[src/rtl/sha256_multi_engine.sv]
// Multi-block SHA-256 / SHA-224 engine: streams a word-aligned message from a shared
// single-port memory, pads it on the fly and writes the digest back to the same memory.
module sha256_multi_engine #(
  parameter int unsigned ADDR_W    = 16,
  parameter int unsigned MAX_WORDS = 1024
) (
  input  logic              clk_i,
  input  logic              reset_i,
  input  logic              start_i,
  input  logic              mode_i,
  input  logic [15:0]       num_words_i,
  input  logic [ADDR_W-1:0] message_addr_i,
  input  logic [ADDR_W-1:0] output_addr_i,
  output logic              busy_o,
  output logic              done_o,
  output logic              mem_clk_o,
  output logic              mem_we_o,
  output logic [ADDR_W-1:0] mem_addr_o,
  output logic [31:0]       mem_write_data_o,
  input  logic [31:0]       mem_read_data_i
);

  typedef enum logic [2:0] {StIdle, StFetch, StRounds, StUpdate, StWrite, StDone} state_e;

  localparam logic [31:0] K [64] = '{
    32'h428a2f98, 32'h71374491, 32'hb5c0fbcf, 32'he9b5dba5, 32'h3956c25b, 32'h59f111f1,
    32'h923f82a4, 32'hab1c5ed5, 32'hd807aa98, 32'h12835b01, 32'h243185be, 32'h550c7dc3,
    32'h72be5d74, 32'h80deb1fe, 32'h9bdc06a7, 32'hc19bf174, 32'he49b69c1, 32'hefbe4786,
    32'h0fc19dc6, 32'h240ca1cc, 32'h2de92c6f, 32'h4a7484aa, 32'h5cb0a9dc, 32'h76f988da,
    32'h983e5152, 32'ha831c66d, 32'hb00327c8, 32'hbf597fc7, 32'hc6e00bf3, 32'hd5a79147,
    32'h06ca6351, 32'h14292967, 32'h27b70a85, 32'h2e1b2138, 32'h4d2c6dfc, 32'h53380d13,
    32'h650a7354, 32'h766a0abb, 32'h81c2c92e, 32'h92722c85, 32'ha2bfe8a1, 32'ha81a664b,
    32'hc24b8b70, 32'hc76c51a3, 32'hd192e819, 32'hd6990624, 32'hf40e3585, 32'h106aa070,
    32'h19a4c116, 32'h1e376c08, 32'h2748774c, 32'h34b0bcb5, 32'h391c0cb3, 32'h4ed8aa4a,
    32'h5b9cca4f, 32'h682e6ff3, 32'h748f82ee, 32'h78a5636f, 32'h84c87814, 32'h8cc70208,
    32'h90befffa, 32'ha4506ceb, 32'hbef9a3f7, 32'hc67178f2
  };

  localparam logic [31:0] Iv256 [8] = '{
    32'h6a09e667, 32'hbb67ae85, 32'h3c6ef372, 32'ha54ff53a,
    32'h510e527f, 32'h9b05688c, 32'h1f83d9ab, 32'h5be0cd19
  };
  localparam logic [31:0] Iv224 [8] = '{
    32'hc1059ed8, 32'h367cd507, 32'h3070dd17, 32'hf70e5939,
    32'hffc00b31, 32'h68581511, 32'h64f98fa7, 32'hbefa4fa4
  };

  function automatic logic [31:0] rotr(input logic [31:0] x, input int unsigned n);
    return (x >> n) | (x << (32 - n));
  endfunction

  state_e            state_q, state_d;
  logic [6:0]        cnt_q, cnt_d;
  logic [12:0]       blk_q, blk_d, nblk_q, nblk_d;
  logic [15:0]       nw_q, nw_d;
  logic              mode_q, mode_d;
  logic [ADDR_W-1:0] msg_q, msg_d, out_q, out_d;
  logic [31:0]       h_q [8];
  logic [31:0]       h_d [8];
  logic [31:0]       wv_q [8];
  logic [31:0]       wv_d [8];
  logic [31:0]       w_q [16];
  logic [31:0]       w_d [16];
  logic              busy_q, busy_d, done_q, done_d, we_q, we_d;
  logic [ADDR_W-1:0] addr_q, addr_d;
  logic [31:0]       wdata_q, wdata_d;

  logic [15:0] nw_clamp;
  logic [12:0] nblk_in;
  logic [16:0] nw17, cap_idx, last_idx, fetch_nxt, upd_nxt;
  logic [31:0] cap_word, sched, t1, t2;

  assign nw_clamp  = (32'(num_words_i) > MAX_WORDS) ? 16'(MAX_WORDS) : num_words_i;
  assign nblk_in   = 13'((17'(nw_clamp) + 17'd2) >> 4) + 13'd1;
  assign nw17      = 17'(nw_q);
  // Stream index of the word arriving this cycle (address was presented one cycle earlier).
  assign cap_idx   = {blk_q, 4'b0} + 17'(cnt_q) - 17'd1;
  assign last_idx  = {nblk_q, 4'b0} - 17'd1;
  assign fetch_nxt = {blk_q, 4'b0} + 17'(cnt_q) + 17'd1;
  assign upd_nxt   = {blk_q + 13'd1, 4'b0};

  always_comb begin
    if (cap_idx < nw17) begin
      cap_word = mem_read_data_i;
    end else if (cap_idx == nw17) begin
      cap_word = 32'h8000_0000;
    end else if (cap_idx == last_idx) begin
      cap_word = {11'd0, nw_q, 5'd0};
    end else begin
      cap_word = '0;
    end
  end

  assign sched = w_q[0] + (rotr(w_q[1], 7) ^ rotr(w_q[1], 18) ^ (w_q[1] >> 3)) + w_q[9]
               + (rotr(w_q[14], 17) ^ rotr(w_q[14], 19) ^ (w_q[14] >> 10));
  assign t1 = wv_q[7] + (rotr(wv_q[4], 6) ^ rotr(wv_q[4], 11) ^ rotr(wv_q[4], 25))
            + ((wv_q[4] & wv_q[5]) ^ (~wv_q[4] & wv_q[6])) + K[cnt_q[5:0]] + w_q[0];
  assign t2 = (rotr(wv_q[0], 2) ^ rotr(wv_q[0], 13) ^ rotr(wv_q[0], 22))
            + ((wv_q[0] & wv_q[1]) ^ (wv_q[0] & wv_q[2]) ^ (wv_q[1] & wv_q[2]));

  always_comb begin
    state_d = state_q;
    cnt_d   = cnt_q;
    blk_d   = blk_q;
    nblk_d  = nblk_q;
    nw_d    = nw_q;
    mode_d  = mode_q;
    msg_d   = msg_q;
    out_d   = out_q;
    h_d     = h_q;
    wv_d    = wv_q;
    w_d     = w_q;
    busy_d  = busy_q;
    done_d  = 1'b0;
    we_d    = 1'b0;
    addr_d  = addr_q;
    wdata_d = wdata_q;
    unique case (state_q)
      StIdle: begin
        if (start_i) begin
          nw_d    = nw_clamp;
          nblk_d  = nblk_in;
          mode_d  = mode_i;
          msg_d   = message_addr_i;
          out_d   = output_addr_i;
          h_d     = mode_i ? Iv224 : Iv256;
          blk_d   = '0;
          cnt_d   = '0;
          busy_d  = 1'b1;
          state_d = StFetch;
          // Address is held when there is no message word to read.
          if (nw_clamp != 16'd0) addr_d = message_addr_i;
        end
      end
      StFetch: begin
        if (cnt_q != 7'd0) begin
          for (int i = 0; i < 15; i++) w_d[i] = w_q[i+1];
          w_d[15] = cap_word;
        end
        if (cnt_q == 7'd16) begin
          cnt_d   = '0;
          wv_d    = h_q;
          state_d = StRounds;
        end else begin
          cnt_d = cnt_q + 7'd1;
          if (cnt_q < 7'd15 && fetch_nxt < nw17) addr_d = msg_q + ADDR_W'(fetch_nxt);
        end
      end
      StRounds: begin
        wv_d = '{t1 + t2, wv_q[0], wv_q[1], wv_q[2], wv_q[3] + t1, wv_q[4], wv_q[5], wv_q[6]};
        for (int i = 0; i < 15; i++) w_d[i] = w_q[i+1];
        w_d[15] = sched;
        if (cnt_q == 7'd63) begin
          cnt_d   = '0;
          state_d = StUpdate;
        end else begin
          cnt_d = cnt_q + 7'd1;
        end
      end
      StUpdate: begin
        for (int i = 0; i < 8; i++) h_d[i] = h_q[i] + wv_q[i];
        cnt_d = '0;
        if (blk_q + 13'd1 < nblk_q) begin
          blk_d   = blk_q + 13'd1;
          state_d = StFetch;
          if (upd_nxt < nw17) addr_d = msg_q + ADDR_W'(upd_nxt);
        end else begin
          state_d = StWrite;
        end
      end
      StWrite: begin
        we_d    = 1'b1;
        addr_d  = out_q + ADDR_W'(cnt_q);
        wdata_d = h_q[cnt_q[2:0]];
        if (cnt_q == (mode_q ? 7'd6 : 7'd7)) begin
          state_d = StDone;
        end else begin
          cnt_d = cnt_q + 7'd1;
        end
      end
      StDone: begin
        done_d  = 1'b1;
        busy_d  = 1'b0;
        state_d = StIdle;
      end
      default: state_d = StIdle;
    endcase
  end

  always_ff @(posedge clk_i) begin
    if (reset_i) begin
      state_q <= StIdle;
      cnt_q   <= '0;
      blk_q   <= '0;
      busy_q  <= 1'b0;
      done_q  <= 1'b0;
      we_q    <= 1'b0;
      addr_q  <= '0;
      wdata_q <= '0;
    end else begin
      state_q <= state_d;
      cnt_q   <= cnt_d;
      blk_q   <= blk_d;
      busy_q  <= busy_d;
      done_q  <= done_d;
      we_q    <= we_d;
      addr_q  <= addr_d;
      wdata_q <= wdata_d;
    end
  end

  always_ff @(posedge clk_i) begin
    nblk_q <= nblk_d;
    nw_q   <= nw_d;
    mode_q <= mode_d;
    msg_q  <= msg_d;
    out_q  <= out_d;
    h_q    <= h_d;
    wv_q   <= wv_d;
    w_q    <= w_d;
  end

  assign busy_o           = busy_q;
  assign done_o           = done_q;
  assign mem_clk_o        = clk_i;
  assign mem_we_o         = we_q;
  assign mem_addr_o       = addr_q;
  assign mem_write_data_o = wdata_q;

endmodule

[config.mk]
export PLATFORM = sky130hd
export DESIGN_NAME = sha256_multi_engine
export DESIGN_NICKNAME = d
export VERILOG_FILES = /design/src/rtl/sha256_multi_engine.sv
export SDC_FILE = /design/constraint.sdc
export NUM_CORES = 2
export LEC_CHECK = 0
export CAP_MARGIN = 10
export CORE_ASPECT_RATIO = 0.9
export CORE_UTILIZATION = 30
export DETAILED_ROUTE_END_ITERATION = 8
export GPL_TIMING_DRIVEN = 0
export PLACE_DENSITY = 0.45
export SETUP_SLACK_MARGIN = 0.02
export SYNTH_ARGS = -nofsm -noshare
export SYNTH_HDL_FRONTEND = slang
export SYNTH_SLANG_ARGS = --single-unit
[constraint.sdc]
create_clock -name clk_i -period 57.8 [get_ports clk_i]
set_input_delay 11.56 -clock clk_i [delete_from_list [all_inputs] [get_ports clk_i]]
set_output_delay 11.56 -clock clk_i [all_outputs]
set_load 0.01 [all_outputs]
==> flow_summary_export.csv <==
group,metric,value,unit
clock_tree,cts_repair_resize_count,0,
global_route,grt_util_all_layers,0.2402,
worst_setup_path,cpMostUsedCell,"sky130_fd_sc_hd__clkbuf_16",
yosys,seq_area_frac_synth,0.4522,
status,outcome,"completed",
timing,post_route_clock_skew,0.05916,ns
layout,finish.net_count,8354,
clock_tree,cts_tree,"yes",
placement,hpwl_after_detailed_placement,244.9,mm
pwr,vdd_ir_drop_max,0.00002356,V
timing,timing_hold_violations_final,0,
job,max_cap_violations,0,
yosys,ys_ff_latch,1160,
layout,layout.filler_cells,25238,
floorplanning,dieHeight,477.6,um
worst_setup_path,critical-path-slowest-cell,"sky130_fd_sc_hd__clkdlybuf4s50_1",
worst_hold_path,worst_hold_path_type,"reg -> reg",
yosys,synth.cell_area,75400,sq um
timing,endpoints_failing_setup,0,
global_route,grt_pass1_vias,55049,
layout,final_layout_size_suffix_gt1_frac,0.06090,
layout,most-common-layout-cells,"1086 x sky130_fd_sc_hd__edfxtp_1, 1015 x sky130_fd_sc_hd__nand2_1, 560 x sky130_fd_sc_hd__inv_1",
layout,layout.cells.most_common,"sky130_fd_sc_hd__edfxtp_1",
timing,grt_setup_unrepaired,"false",
timing,tightest_slew,1.429,ns
route,drt-vias-per-instance,5.298,
yosys,synth_enable_flop_cells,1086,
yosys,synthArstFlopShare,0,
layout,synthToLayoutAreaGrowth,15.48,%
route,detail_route.iter0.violations,7063,
route,drt-pass1-iter-count,5,
floorplanning,design.core.area,249700,sq um
timing,timing_max_transition_violations_final,0,
placement,port_buffers,134,
clock_tree,clk_pin_slew_worst_paths,0.06,ns
layout,finish.utilization,0.3487,
route,ant_nets,0,
worst_setup_path,worst_path_largest_cell_delay,0.46,ns
worst_setup_path,arrival,29.72,ns
timing,finalHoldWorstSlack,0.4081,ns
global_route,grt.overflow.total,0,
worst_setup_path,critical_path.startpoint_type,"clock port",
route,drc,0,
route,post_route_wl,308.7,mm
global_route,grt_max_degree,63,
clock_tree,post_cts_hold_buffer_count,0,
clock_tree,post_cts_buffers,0,
floorplanning,io-pin-count,136,
layout,seqCellArea,34090,sq um
placement,gp_congestion,0.9496,
yosys,avgSynthCellArea,10.44,sq um
yosys,synth_top_flop_cell,"sky130_fd_sc_hd__edfxtp_1",
floorplanning,chipWidth,530.5,um
worst_setup_path,critical_path_required,46.24,ns
route,detailroute.via_count,58468,
worst_setup_path,worst-path-max-fanout,2,
route,post_drt_wl_per_cell,27.98,um
yosys,synth_cell_types,90,
global_route,grt_pass1_wl,429.2,mm
timing,timing.max_slew.rel_slack,0.04705,
worst_setup_path,crit_buf_inv,4,
global_route,grt_antenna_before_repair,33,
worst_setup_path,critPathCaptureType,"primary output",
worst_setup_path,critical-path-top-delay-family,"buffers and inverters",
worst_setup_path,worstSetupPathType,"clk -> out",
clock_tree,clock_insertion_delay_worst_skew,0.94,ns
floorplanning,placement_rows,174,
layout,area_of_the_multi_input_gates,38060,sq um
yosys,syn-instance-count,7220,
yosys,synth_warnings,0,
pwr,power.static_leakage,0.03390,uW
worst_setup_path,worstPathCellList,"clkbuf_16 -> clkbuf_16 -> buf_4 -> clkdlybuf4s50_1",
floorplanning,dieArea,253300,sq um
floorplanning,initial_utilization,0.3019,
pwr,pwr_density_cell,25.78,nW/um^2
## power by group
group / internal (uW) / switching, uW / leakage [uW]
logic: 142 / 228 / 0.0210
registers: 938 / 17.5 / 0.0106
clock network: 534 / 386 / 0.00229
## cells by family (layout without fill, tap and decap cells)
| logic type | Yosys count | in the layout | share of synthesized area |
|---|---|---|---|
| XOR/XNOR | 687 | 687 | 0.07980 |
| AND/OR/NAND/NOR | 1969 | 1969 | 0.1145 |
| flip-flops | 1160 | 1160 | 0.4522 |
| buffers and inverters | 878 | 1333 | 0.04427 |
| multiplexers | 117 | 117 | 0.02753 |
| adder cells (fa/ha/maj) | 698 | 698 | 0.1355 |
| AO/OA/AOI/OAI | 1710 | 1710 | 0.1462 |
| other | 1 | 17 | 0.00004973 |
## cell type report
cell class / count / area share
clock inverter: 66 / 0.007415
multi-input combinational: 5192 / 0.4371
clock buffer: 192 / 0.04651
inverter: 564 / 0.02431
tap: 3344 / 0.04805
timing repair buffer: 197 / 0.03052
antenna: 6 / 0.0001724
buffer: 314 / 0.01441
sequential: 1160 / 0.3915
## synthesized netlist by cell type (all sizes together) (92+ instances only)
cell    number  area [sq um]
nand2     1015          3810
xor2       278          2435
inv        561          2106
edfxtp    1086         32610
ha         495          6193
a21o       233          1749
o21ai      473          2367
fa         199          3984
nor3        92         465.5
nand3      105         525.5
nor2       397          1490
xnor2      409          3582
a21oi      415          2088
clkbuf     257         964.7
## final timing paths
| check | slack, ns | end | cells after the start | start |
|---|---|---|---|---|
| worst max register to register | 44.49 | wv_q[255]$_DFFE_PP_ | 36 | cnt_q[0]$_SDFFE_PP0P_ |
| worst max-delay path | 16.52 | mem_clk_o | 4 | clk_i |
| worst min register to register | 0.41 | w_q[437]$_DFFE_PP_ | 0 | w_q[405]$_DFFE_PP_ |
| worst min-delay path | 0.41 | w_q[437]$_DFFE_PP_ | 0 | w_q[405]$_DFFE_PP_ |
## metal layers
metal,up-vias,track usage,wire [um]
met5,-,0,67
met2,2268,0.3467,129200
met3,399,0.04512,23530
li1,26495,-,-
met4,8,0.06470,8406
met1,29298,0.3616,147500
## state kept, by name, summed over array words and instances, names as in the netlist
register / cells
blk_q: 13
busy_o: 1
cnt_q: 7
done_o: 1
h_q: 256
mem_addr_o: 16
mem_we_o: 1
mem_write_data_o: 32
mode_q: 1
msg_q: 16
nblk_q: 13
nw_q: 16
out_q: 16
state_q: 3
w_q: 512
wv_q: 256
## metrics by stage
step	area [sq um]	worst slack, ns	instances	power, uW	setup TNS (ns)
detailed placement	82310	16.78	10768	1337	0
CTS	86990	16.52	11025	2266	0
finish	87070	16.52	11035	2244	0
global route	87060	16.50	11029	2335	0
floorplan	75440	17.22	7230	1225	0
global placement	80960	-0.6219	10708	1355	-279.51
No activity file was read; power rests on OpenSTA's default activity.
